--- src/rtl/serv_pkg.sv ---
// Shared definitions for the serv fetch front end: fetch FSM encodings,
// RV32 instruction field positions and the uncompressed opcode quadrant.
package serv_pkg;

  // Fetch FSM encodings
  localparam logic [1:0] ST_IDLE    = 2'd0;
  localparam logic [1:0] ST_BUSY    = 2'd1;
  localparam logic [1:0] ST_DISCARD = 2'd2;
  localparam logic [1:0] ST_GAP     = 2'd3;

  // Instruction field bit positions
  localparam int OPC_LSB   = 2;
  localparam int OPC_MSB   = 6;
  localparam int F3_LSB    = 12;
  localparam int F3_MSB    = 14;
  localparam int OP20_BIT  = 20;
  localparam int OP21_BIT  = 21;
  localparam int OP22_BIT  = 22;
  localparam int IMM25_BIT = 25;
  localparam int OP26_BIT  = 26;
  localparam int IMM30_BIT = 30;

  // insn[1:0] of every 32-bit (non-compressed) RV32 instruction
  localparam logic [1:0] RV32_QUADRANT = 2'b11;

endpackage

--- src/rtl/serv_ibus_fetch_if.sv ---
// Wishbone-classic instruction bus (read-only) between the fetch unit and memory.
interface serv_ibus_fetch_if;

  // Handshake: the master holds o_ibus_cyc high with a stable o_ibus_adr until
  // the slave answers with a single-cycle i_ibus_ack, qualifying i_ibus_rdt on
  // that same cycle; the master then drops o_ibus_cyc for at least one cycle.
  logic [31:0] o_ibus_adr;
  logic        o_ibus_cyc;
  logic [31:0] i_ibus_rdt;
  logic        i_ibus_ack;

  modport master (output o_ibus_adr, output o_ibus_cyc,
                  input  i_ibus_rdt, input  i_ibus_ack);

  modport slave  (input  o_ibus_adr, input  o_ibus_cyc,
                  output i_ibus_rdt, output i_ibus_ack);

endinterface

--- src/rtl/serv_ibus_fetch.sv ---
// Instruction fetch front end: runs ibus read cycles at the requested PC,
// captures the word and presents the decoder field slices with a one-cycle
// o_dec_en strobe. Handles redirect (flush) and a bus watchdog.
module serv_ibus_fetch
  import serv_pkg::*;
#(
  parameter int          TIMEOUT_W   = 4,
  parameter logic [31:0] RESET_PC    = 32'h0000_0000,
  parameter logic        RESET_FETCH = 1'b1
) (
  input  logic               i_clk,
  input  logic               i_rst,
  input  logic               i_fetch_req,
  input  logic               i_flush,
  input  logic [31:0]        i_pc,
  serv_ibus_fetch_if.master  ibus,
  output logic               o_dec_en,
  output logic [4:0]         o_opcode,
  output logic [2:0]         o_funct3,
  output logic               o_imm30,
  output logic               o_imm25,
  output logic               o_op20,
  output logic               o_op21,
  output logic               o_op22,
  output logic               o_op26,
  output logic [31:0]        o_insn,
  output logic               o_illegal,
  output logic               o_fault,
  output logic               o_busy,
  output logic [1:0]         o_dbg_state
);

  // Last counter value before it would reach all-ones; reaching all-ones ends the cycle
  localparam logic [TIMEOUT_W-1:0] WD_LAST = {{(TIMEOUT_W-1){1'b1}}, 1'b0};
  localparam logic [TIMEOUT_W-1:0] WD_ONE  = {{(TIMEOUT_W-1){1'b0}}, 1'b1};

  logic [1:0]           state;
  logic [31:0]          adr;
  logic [31:0]          pend_pc;   // redirect target while a dropped word is still in flight
  logic                 pend_go;   // GAP must be followed by BUSY at adr
  logic                 boot;      // automatic first fetch after reset
  logic [TIMEOUT_W-1:0] wdog;
  logic [31:0]          insn;
  logic                 dec_en;
  logic                 fault;
  logic [31:0]          pc_al;

  assign pc_al = i_pc & ~32'h3;

  // Fetch FSM, address/pending tracking, watchdog and word capture
  always_ff @(posedge i_clk or posedge i_rst) begin
    if (i_rst) begin
      state   <= ST_IDLE;
      adr     <= RESET_PC & ~32'h3;
      pend_pc <= 32'h0;
      pend_go <= 1'b0;
      boot    <= RESET_FETCH;
      wdog    <= '0;
      insn    <= 32'h0;
      dec_en  <= 1'b0;
      fault   <= 1'b0;
    end else begin
      dec_en <= 1'b0;
      fault  <= 1'b0;
      case (state)
        ST_IDLE: begin
          if (i_flush || i_fetch_req) begin
            adr   <= pc_al;
            state <= ST_BUSY;
            wdog  <= '0;
            boot  <= 1'b0;
          end else if (boot) begin
            state <= ST_BUSY;
            wdog  <= '0;
            boot  <= 1'b0;
          end
        end
        ST_BUSY: begin
          if (ibus.i_ibus_ack) begin
            // A flush on the ack cycle drops the word and refetches after the gap
            if (i_flush) begin
              adr     <= pc_al;
              pend_go <= 1'b1;
            end else begin
              insn   <= ibus.i_ibus_rdt;
              dec_en <= 1'b1;
            end
            state <= ST_GAP;
          end else if (i_flush) begin
            pend_pc <= pc_al;
            state   <= ST_DISCARD;
            wdog    <= '0;
          end else if (wdog == WD_LAST) begin
            fault   <= 1'b1;
            pend_go <= 1'b0;
            state   <= ST_IDLE;
          end else begin
            wdog <= wdog + WD_ONE;
          end
        end
        ST_DISCARD: begin
          if (ibus.i_ibus_ack) begin
            adr     <= i_flush ? pc_al : pend_pc;
            pend_go <= 1'b1;
            state   <= ST_GAP;
          end else if (wdog == WD_LAST) begin
            fault   <= 1'b1;
            pend_go <= 1'b0;
            state   <= ST_IDLE;
          end else begin
            wdog <= wdog + WD_ONE;
            if (i_flush) pend_pc <= pc_al;
          end
        end
        default: begin // ST_GAP
          if (i_flush) begin
            adr     <= pc_al;
            pend_go <= 1'b0;
            state   <= ST_BUSY;
            wdog    <= '0;
          end else if (pend_go) begin
            pend_go <= 1'b0;
            state   <= ST_BUSY;
            wdog    <= '0;
          end else begin
            state <= ST_IDLE;
          end
        end
      endcase
    end
  end

  // Bus and status outputs decode straight from state so reset drops cyc at once
  always_comb begin
    ibus.o_ibus_cyc = (state == ST_BUSY) || (state == ST_DISCARD);
    ibus.o_ibus_adr = adr;
    o_busy          = (state != ST_IDLE);
    o_dbg_state     = state;
  end

  assign o_dec_en  = dec_en;
  assign o_fault   = fault;
  assign o_insn    = insn;
  assign o_opcode  = insn[OPC_MSB:OPC_LSB];
  assign o_funct3  = insn[F3_MSB:F3_LSB];
  assign o_imm30   = insn[IMM30_BIT];
  assign o_imm25   = insn[IMM25_BIT];
  assign o_op20    = insn[OP20_BIT];
  assign o_op21    = insn[OP21_BIT];
  assign o_op22    = insn[OP22_BIT];
  assign o_op26    = insn[OP26_BIT];
  assign o_illegal = dec_en && (insn[1:0] != RV32_QUADRANT);

endmodule
--- src/flat_wrapper.sv ---
// flat-port wrapper written by rule: the top's interface ports become plain ports
module serv_ibus_fetch_flat import serv_pkg::*;
#(
  parameter int          TIMEOUT_W   = 4,
  parameter logic [31:0] RESET_PC    = 32'h0000_0000,
  parameter logic        RESET_FETCH = 1'b1
)
  (i_clk, i_rst, i_fetch_req, i_flush, i_pc, o_dec_en, o_opcode, o_funct3, o_imm30, o_imm25, o_op20, o_op21, o_op22, o_op26, o_insn, o_illegal, o_fault, o_busy, o_dbg_state, ibus_o_ibus_adr, ibus_o_ibus_cyc, ibus_i_ibus_rdt, ibus_i_ibus_ack);
  serv_ibus_fetch_if ibus_i ();
  input  logic i_clk;
  input  logic i_rst;
  input  logic i_fetch_req;
  input  logic i_flush;
  input  logic [31:0] i_pc;
  output logic o_dec_en;
  output logic [4:0] o_opcode;
  output logic [2:0] o_funct3;
  output logic o_imm30;
  output logic o_imm25;
  output logic o_op20;
  output logic o_op21;
  output logic o_op22;
  output logic o_op26;
  output logic [31:0] o_insn;
  output logic o_illegal;
  output logic o_fault;
  output logic o_busy;
  output logic [1:0] o_dbg_state;
  output wire logic [$bits(ibus_i.o_ibus_adr)-1:0] ibus_o_ibus_adr;
  output wire logic [$bits(ibus_i.o_ibus_cyc)-1:0] ibus_o_ibus_cyc;
  input wire logic [$bits(ibus_i.i_ibus_rdt)-1:0] ibus_i_ibus_rdt;
  input wire logic [$bits(ibus_i.i_ibus_ack)-1:0] ibus_i_ibus_ack;
  assign ibus_o_ibus_adr = ibus_i.o_ibus_adr;
  assign ibus_o_ibus_cyc = ibus_i.o_ibus_cyc;
  assign ibus_i.i_ibus_rdt = ibus_i_ibus_rdt;
  assign ibus_i.i_ibus_ack = ibus_i_ibus_ack;
  serv_ibus_fetch #(.TIMEOUT_W(TIMEOUT_W), .RESET_PC(RESET_PC), .RESET_FETCH(RESET_FETCH)) u_core (.i_clk(i_clk), .i_rst(i_rst), .i_fetch_req(i_fetch_req), .i_flush(i_flush), .i_pc(i_pc), .ibus(ibus_i), .o_dec_en(o_dec_en), .o_opcode(o_opcode), .o_funct3(o_funct3), .o_imm30(o_imm30), .o_imm25(o_imm25), .o_op20(o_op20), .o_op21(o_op21), .o_op22(o_op22), .o_op26(o_op26), .o_insn(o_insn), .o_illegal(o_illegal), .o_fault(o_fault), .o_busy(o_busy), .o_dbg_state(o_dbg_state));
endmodule
--- config.mk ---
export PLATFORM = sky130hd
export DESIGN_NAME = serv_ibus_fetch_flat
export DESIGN_NICKNAME = d
export VERILOG_FILES = /design/src/rtl/serv_pkg.sv /design/src/rtl/serv_ibus_fetch_if.sv /design/src/rtl/serv_ibus_fetch.sv /design/src/flat_wrapper.sv
export SDC_FILE = /design/constraint.sdc
export NUM_CORES = 1
export LEC_CHECK = 0
export BUFFER_PORTS_ARGS = -buffer_cell sky130_fd_sc_hd__clkbuf_2
export CAP_MARGIN = 0
export CORE_MARGIN = 2
export CORE_UTILIZATION = 55
export CTS_CLUSTER_SIZE = 14
export DETAILED_ROUTE_END_ITERATION = 16
export GPL_ROUTABILITY_DRIVEN = 0
export PLACE_DENSITY = 0.86
export SLEW_MARGIN = 0
export SYNTH_ARGS = -nofsm -noshare
export SYNTH_HDL_FRONTEND = slang
export SYNTH_SLANG_ARGS = --single-unit
--- constraint.sdc ---
create_clock -name i_clk -period 4.9 [get_ports i_clk]
set_input_delay 0.49 -clock i_clk [delete_from_list [all_inputs] [get_ports i_clk]]
set_output_delay 0.49 -clock i_clk [all_outputs]
set_load 0.01 [all_outputs]
==> results.md, run 1 <==
- Clock transition at the registers of the reported paths: 0.10 ns
- Busiest layer in global routing: met2
- Critical path, cell by cell: inv_1 > ha_1 > nor2_1 > nor2_2 > nand3_2 > mux2_1
- Most area-hungry cell type in the Yosys netlist: dfrtp_1
- First-pass GRT wire length: 15.2 mm
- Worst Skew: between 0.01 and 0.015 ns
- CP endpoint kind: flip-flop
- Met2 usage in global routing: 0.347
- Die height: about 97 µm
- Ys Warns: 0
- Sequential-to-total area share from yosys stat: 0.561
- Share of the synthesized area in the top cell type: 0.555
- Drt wl/cell: 16.0 µm
- Pwr Total: ~3.5 mW
- Post-synth ARST share: 1.00
- #FFs+latches synth: between 100 and 150
- Sum of negative setup slack: 0 ns
- DIE AREA: 0.00937 mm²
- Tightest Hold Check Type: input port to async pin
- Row count: 33
- CP required: between 5 and 6 ns
- FILL cells: roughly 620
- Post-CTS setup buffers: 0
- Critical setup path kind: flip-flop to flip-flop
- Via count: just over 3000
- Worst-Skew Late Latency: approximately 0.35 ns
- Crit share post-route: 0.522
- CTS Sinks: approximately 110
- Worst VDD drop: approximately 0.36 mV
- IO buf count: 151
- Dominant synthesized flop cell: dfrtp_1
- Mapped Area: ~0.0047 mm²
- Arr. time, crit path: 2.79 ns
- Initial Util: 0.570
- Critical-path top delay cell: nand3_2
- Final Hold Violating Endpoints: 0
- Gr usage total: 0.202
- Synth top area cells: dfrtp_1 (55%), mux2_2 (27%), buf_4 (3.2%)
- Core area: 0.00830 mm²
- Pre-antenna DRT Iters: 4
- Crit-path max FO: 30
- Total length of routed wires: between 9 and 10 mm
- Gr ovfl total: 0
- Largest stage delay on the critical path: 0.68 ns
- Unrepaired setup endpoints after global routing: false
- Startpoint Class: flip-flop
- Rel. slew slack: 0.431
- Avg Cell Area, Syn: 14.6 µm²
- CTS buffer count: 9
- PD cells: 617 mW/mm²
- Share of layout cells above drive strength 1: 0.627
- Least-Margin Pin Slew: ~0.85 ns
- Global Route met1 Usage: 0.247
- Drt via density: approximately 5.3
- Post-CTS Hold Buffers: 0
- Die width: between 90 and 100 µm
- Syn nets: 400
- Gates resized, CTS repair: 0
- EDFF count, synth: 0
- H-tree Lvls: 3
- Largest net degree at the start of global routing: 59
- CTS tree: built
- Cells after Synth: between 300 and 400
- Initial antenna violation count: 0
- Initial DRC Count: roughly 110
- Residual DRC: 0
- Vias in the first global route: around 3300
- Max Root-Sink Buffers: 2
- Max Cap Viol: 0
- Fmax: between 300 and 400 MHz
- Final Critical Period: ~2.6 ns
- Io pins: about 150
- P&R area growth vs syn: 18.6%
- Setup-failing EPs final: 0
- Post-DRT Antenna Nets: 0
- Final #Nets: between 500 and 600
- Yosys cell types: 36
- Hpwl dp: 6.67 mm
- Pleak: between 2 and 3 nW
- Outcome: completed
- Met3 usage: 0.0506
- Slew Viols, Final: 0
- Diodes inserted: 0
- Clk Tree Root Cell: clkbuf_8
[critical path, delay by kind of cell, from the launching register on]
kind / cells / cell delay, ns
AND/OR/NAND/NOR: 3 / 0.99
multiplexers: 1 / 0.58
flip-flops: 1 / 0.44
adder cells (fa/ha/maj): 1 / 0.29
buffers and inverters: 1 / 0.12
[through the flow]
step / setup slack [ns] / area [µm²] / hold WS, ns / util / instances
2_1_floorplan: 1.62 / 4730 / 0.457 / - / 325
3_3_place_gp: 2.37 / 5430 / 0.466 / 0.654 / 555
3_5_place_dp: 2.31 / 5430 / 0.481 / 0.654 / 555
4_1_cts: 2.32 / 5620 / 0.237 / 0.677 / 571
5_1_grt: 2.13 / 5620 / 0.265 / 0.677 / 571
6_report: 2.34 / 5620 / 0.223 / 0.677 / 571
[Yosys cell counts (all sizes together) (2+ instances only)]
cell type and number:
a22o 2, nand3 2, o21ai 4, a31oi 3, mux2 125, nand2 2, buf 29, a21oi 5
ha 6, nor2 7, nand2b 2, inv 9, dfrtp 105, nor3 5, nor2b 2, o21a 2
[state kept, by name (all words and copies together) (netlist names)]
register / flops
u_core.boot: 1
u_core.ibus.o_ibus_adr: 32
u_core.o_dbg_state: 2
u_core.o_dec_en: 1
u_core.o_fault: 1
u_core.o_insn: 32
u_core.pend_go: 1
u_core.pend_pc: 32
u_core.wdog: 4
[routing by layer]
| layer | share of wire | wire (µm) |
|---|---|---|
| met1 | 0.41 | 3780 |
| met2 | 0.51 | 4640 |
| met3 | 0.068 | 624 |
| met4 | 0.012 | 108 |
| met5 | 0 | 0 |
[layout by cell type (no fill, tap or decap), types with 2 or more instances in the layout]
master      n
o21a_1      2
o21ai_0     4
buf_4       3
dfrtp_1   105
nor2b_1     2
nor3_1      4
nor2_1      6
clkbuf_8   11
nand2_1     2
mux2_2    114
clkbuf_2  151
mux2_1     11
ha_1        6
inv_1       8
a21oi_1     5
a31oi_1     3
a22o_1      2
inv_6       2
[cell families (layout without fill, tap and decap cells)]
family | Yosys count | count (layout) | synth area share
XOR/XNOR | 1 | 1 | 0.00185
multiplexers | 125 | 125 | 0.297
buffers and inverters | 38 | 179 | 0.0550
flip-flops | 106 | 106 | 0.561
AND/OR/NAND/NOR | 24 | 24 | 0.0307
adder cells (fa/ha/maj) | 6 | 6 | 0.0159
AO/OA/AOI/OAI | 25 | 25 | 0.0389
[power breakdown]
| group | switching, mW | internal (mW) |
|---|---|---|
| Sequential | 0.231 | 1.28 |
| Clock | 0.293 | 0.218 |
| Combinational | 0.682 | 0.758 |
[final timing paths]
| path | start | end | slack, ns | cells after the start |
|---|---|---|---|---|
| worst max-delay path | u_core.o_dbg_state[0]$_DFFE_PP0P_ | u_core.pend_pc[28]$_DFFE_PP0P_ | 2.34 | 6 |
| worst min-delay path | i_rst | u_core.o_insn[6]$_DFFE_PP0P_ | 0.22 | 2 |
| worst max register to register | u_core.o_dbg_state[0]$_DFFE_PP0P_ | u_core.pend_pc[28]$_DFFE_PP0P_ | 2.34 | 6 |
| worst min register to register | u_core.pend_pc[28]$_DFFE_PP0P_ | u_core.pend_pc[28]$_DFFE_PP0P_ | 0.50 | 1 |
| max in group asynchronous | i_rst | u_core.pend_pc[13]$_DFFE_PP0P_ | 3.58 | 3 |
| min in group i_clk | ibus_i_ibus_rdt[21] | u_core.o_insn[21]$_DFFE_PP0P_ | 0.36 | 2 |
[layout make-up]
| type | instances | area (µm²) | share of cell area |
|---|---|---|---|
| Sequential cell | 106 | 2650 | 0.472 |
| Multi-Input combinational cell | 181 | 1830 | 0.325 |
| Timing Repair Buffer | 154 | 778 | 0.139 |
| Clock buffer | 12 | 155 | 0.0276 |
| Tap cell | 105 | 131 | 0.0234 |
| Inverter | 9 | 36.3 | 0.00646 |
| Clock inverter | 4 | 33.8 | 0.00601 |
(Power assumes the default switching activity.)
==> inputs of run 2 (changes only) <==
ABC_AREA = 1   (was default)
CORE_UTILIZATION = 51   (was 55)
PLACE_DENSITY = 0.8   (was 0.86)
clock period = 2.38 ns   (was 4.9 ns; I/O delays follow)
==> run 2 against run 1 <==
  * The run now ends with hold timing left
  * Hold slack worse by 0.24 ns
  * Clock skew is 0.0024 ns higher
  * Register-to-register slack got worse by 1.8 ns
  * Global-route usage is 0.92 points higher
  * Sequential power grew 100%
  * Die area increased by 7.5%
  * Critical endpoint is now u_core.pend_pc[25]$_DFFE_PP0P_
  * Highest routed layer unchanged
==> results.md, run 2 <==
- Fin area: ~0.0057 mm²
- Row count: 35
- Pre-antenna DRT Iters: 5
- Core area: 0.00911 mm²
- Drt wl/cell: around 12 µm
- Comb power frac: 0.394
- Met2 WL: 4.81 mm
- Synth cell count leaders: nand2_1 (285), dfrtp_1 (105), o21ai_0 (57), inv_1 (46), buf_4 (17)
- Pwr Total: approximately 6.9 mW
- Drt via density: approximately 4.8
- First-pass GRT wire length: roughly 17 mm
- Clock power share: 0.162
- Post-CTS setup buffers: 0
- PD cells: 1200 mW/mm²
- Gr usage total: 0.211
- Commonest non-fill, non-tap cell in the layout: nand2_1
- Most area-hungry cell type in the Yosys netlist: dfrtp_1
- Pleak: 3.32 nW
- Final Critical Period: roughly 1.9 ns
- Worst-Skew Late Latency: between 0.3 and 0.4 ns
- Syn nets: around 660
- Arr. time, crit path: around 2.2 ns
- Sw power: approximately 2.7 mW
- Via count: ~4000
- Max Root-Sink Buffers: 2
- Max Cap Viol: 0
- Clk Tree Root Cell: clkbuf_8
- Post-CTS Hold Buffers: 0
- Gates resized, CTS repair: 0
- Tightest Hold Check Type: input port to async pin
- Diodes inserted: 0
- Fmax: 530 MHz
- Wire length on met3: approximately 730 µm
- Worst Skew: ~0.012 ns
- Mapped Area: about 0.0047 mm²
- #FFs+latches synth: 106
- Avg Cell Area, Syn: about 8.1 µm²
- Cells after Synth: a little under 600
- Share of layout cells above drive strength 1: 0.254
- Final #Nets: 796
- Initial Util: 0.520
- Sum of negative setup slack: 0 ns
- Ys Warns: 0
- Most common cell in the synthesized netlist: nand2_1
- CP endpoint kind: flip-flop
- H-tree Lvls: 3
- P&R area growth vs syn: 20.2%
- Share of the synthesized area in the top cell type: 0.555
- Io pins: approximately 150
- Commonest non-fill, non-tap cells in the layout: nand2_1 (284), clkbuf_2 (151), dfrtp_1 (105)
- CTS Sinks: between 100 and 150
- Crit share post-route: 0.792
- DIE AREA: between 0.01 and 0.015 mm²
- Critical setup path kind: flip-flop to flip-flop
- CTS buffer count: 9
- Vias in the first global route: 3647
- Slew Viols, Final: 0
- Gr ovfl total: 0
- Failing checks: hold timing
- Fin Hold WS: -0.0116 ns
- Largest net degree at the start of global routing: roughly 110
- Initial antenna violation count: 0
- Post-DRT Antenna Nets: 0
- Sequential share of power: 0.444
- Clock transition at the registers of the reported paths: 0.11 ns
- Die height: 100 µm
- M1 WL: around 4.6 mm
- Worst VDD drop: 0.605 mV
- Rel. slew slack: 0.591
- CP required: ~2.7 ns
- Switching share of total power: 0.401
- Setup-failing EPs final: 0
- Sequential-to-total area share from yosys stat: 0.560
- Outcome: finished, violations left
- Post-synth ARST share: 1.00
- Least-Margin Pin Slew: between 0.6 and 0.7 ns
- CTS tree: built
- Residual DRC: 0
- Unrepaired setup endpoints after global routing: false
- Yosys cell types: 21
- Placement Cell Area: ~0.0055 mm²
- Max layer used: met4
- Die width: 100 µm
- Startpoint Class: flip-flop
- EDFF count, synth: 0
- IO buf count: between 150 and 200
- Final Hold Violating Endpoints: 5
- Hpwl dp: ~7.4 mm
- Synth top area cells: dfrtp_1 (55%), nand2_1 (23%), o21ai_0 (6.0%)
- Internal power: ~4 mW
- Total length of routed wires: ~10 mm
- Post-layout util: 0.625
- Crit-path max FO: 29
- Dominant synthesized flop cell: dfrtp_1
- Initial DRC Count: ~170
-- run 2: kinds of logic after synthesis --
group / count (synthesis) / share of synthesized area
AO/OA/AOI/OAI: 72 / 0.0779
adder cells (fa/ha/maj): 6 / 0.0159
buffers and inverters: 86 / 0.0861
flip-flops: 106 / 0.560
AND/OR/NAND/NOR: 318 / 0.260
-- run 2: cell type report --
| cell class | instances | area [µm²] |
|---|---|---|
| Timing Repair Buffer | 160 | 836 |
| Fill cell | 795 | 3420 |
| Inverter | 48 | 184 |
| Tap cell | 111 | 139 |
| Clock buffer | 9 | 124 |
| Multi-Input combinational cell | 396 | 1680 |
| Clock inverter | 6 | 73.8 |
| Sequential cell | 106 | 2650 |
-- run 2: metrics by stage --
stage | setup WS (ns) | std cells
3_3_place_gp | 0.592 | 821
5_1_grt | 0.317 | 836
4_1_cts | 0.501 | 836
3_5_place_dp | 0.524 | 821
2_1_floorplan | 0.755 | 588
6_report | 0.494 | 836
-- run 2: worst max-delay path: stages, from the launching register on --
cell and delay (ns):
dfrtp_1 0.45, inv_1 0.10, ha_1 0.30, o21ai_2 0.29, a21oi_1 0.12, nand2_1 0.08
buf_4 0.31, nand2_1 0.10, nand2_1 0.07
-- run 2: worst paths after layout --
kind | to | slack, ns | startpoint | cells after the start
min in group i_clk | u_core.o_insn[24]$_DFFE_PP0P_ | 0.07 | ibus_i_ibus_rdt[24] | 3
max in group asynchronous | u_core.o_insn[27]$_DFFE_PP0P_ | 1.93 | i_rst | 3
worst max-delay path | u_core.pend_pc[25]$_DFFE_PP0P_ | 0.49 | u_core.o_dbg_state[0]$_DFFE_PP0P_ | 8
worst min register to register | u_core.pend_pc[19]$_DFFE_PP0P_ | 0.48 | u_core.pend_pc[19]$_DFFE_PP0P_ | 2
worst min-delay path | u_core.o_insn[17]$_DFFE_PP0P_ | -0.01 | i_rst | 3
worst max register to register | u_core.pend_pc[25]$_DFFE_PP0P_ | 0.49 | u_core.o_dbg_state[0]$_DFFE_PP0P_ | 8
-- run 2: power by group through the flow --
stage               registers (mW)  logic, mW  clock network (mW)
floorplan                     3.26       1.55                   0
global placement              3.04       2.64                   0
detailed placement            3.07       2.73                   0
CTS                           3.04       2.74                1.16
global route                  3.13       3.05                1.24
finish                        3.05       2.70                1.11
-- run 2: metal layers --
| layer | global-route usage | vias to the layer above |
|---|---|---|
| li1 | - | 2057 |
| met4 | 0.0738 | 0 |
| met2 | 0.353 | 143 |
| met3 | 0.0508 | 16 |
| met5 | 0 | - |
| met1 | 0.271 | 1795 |
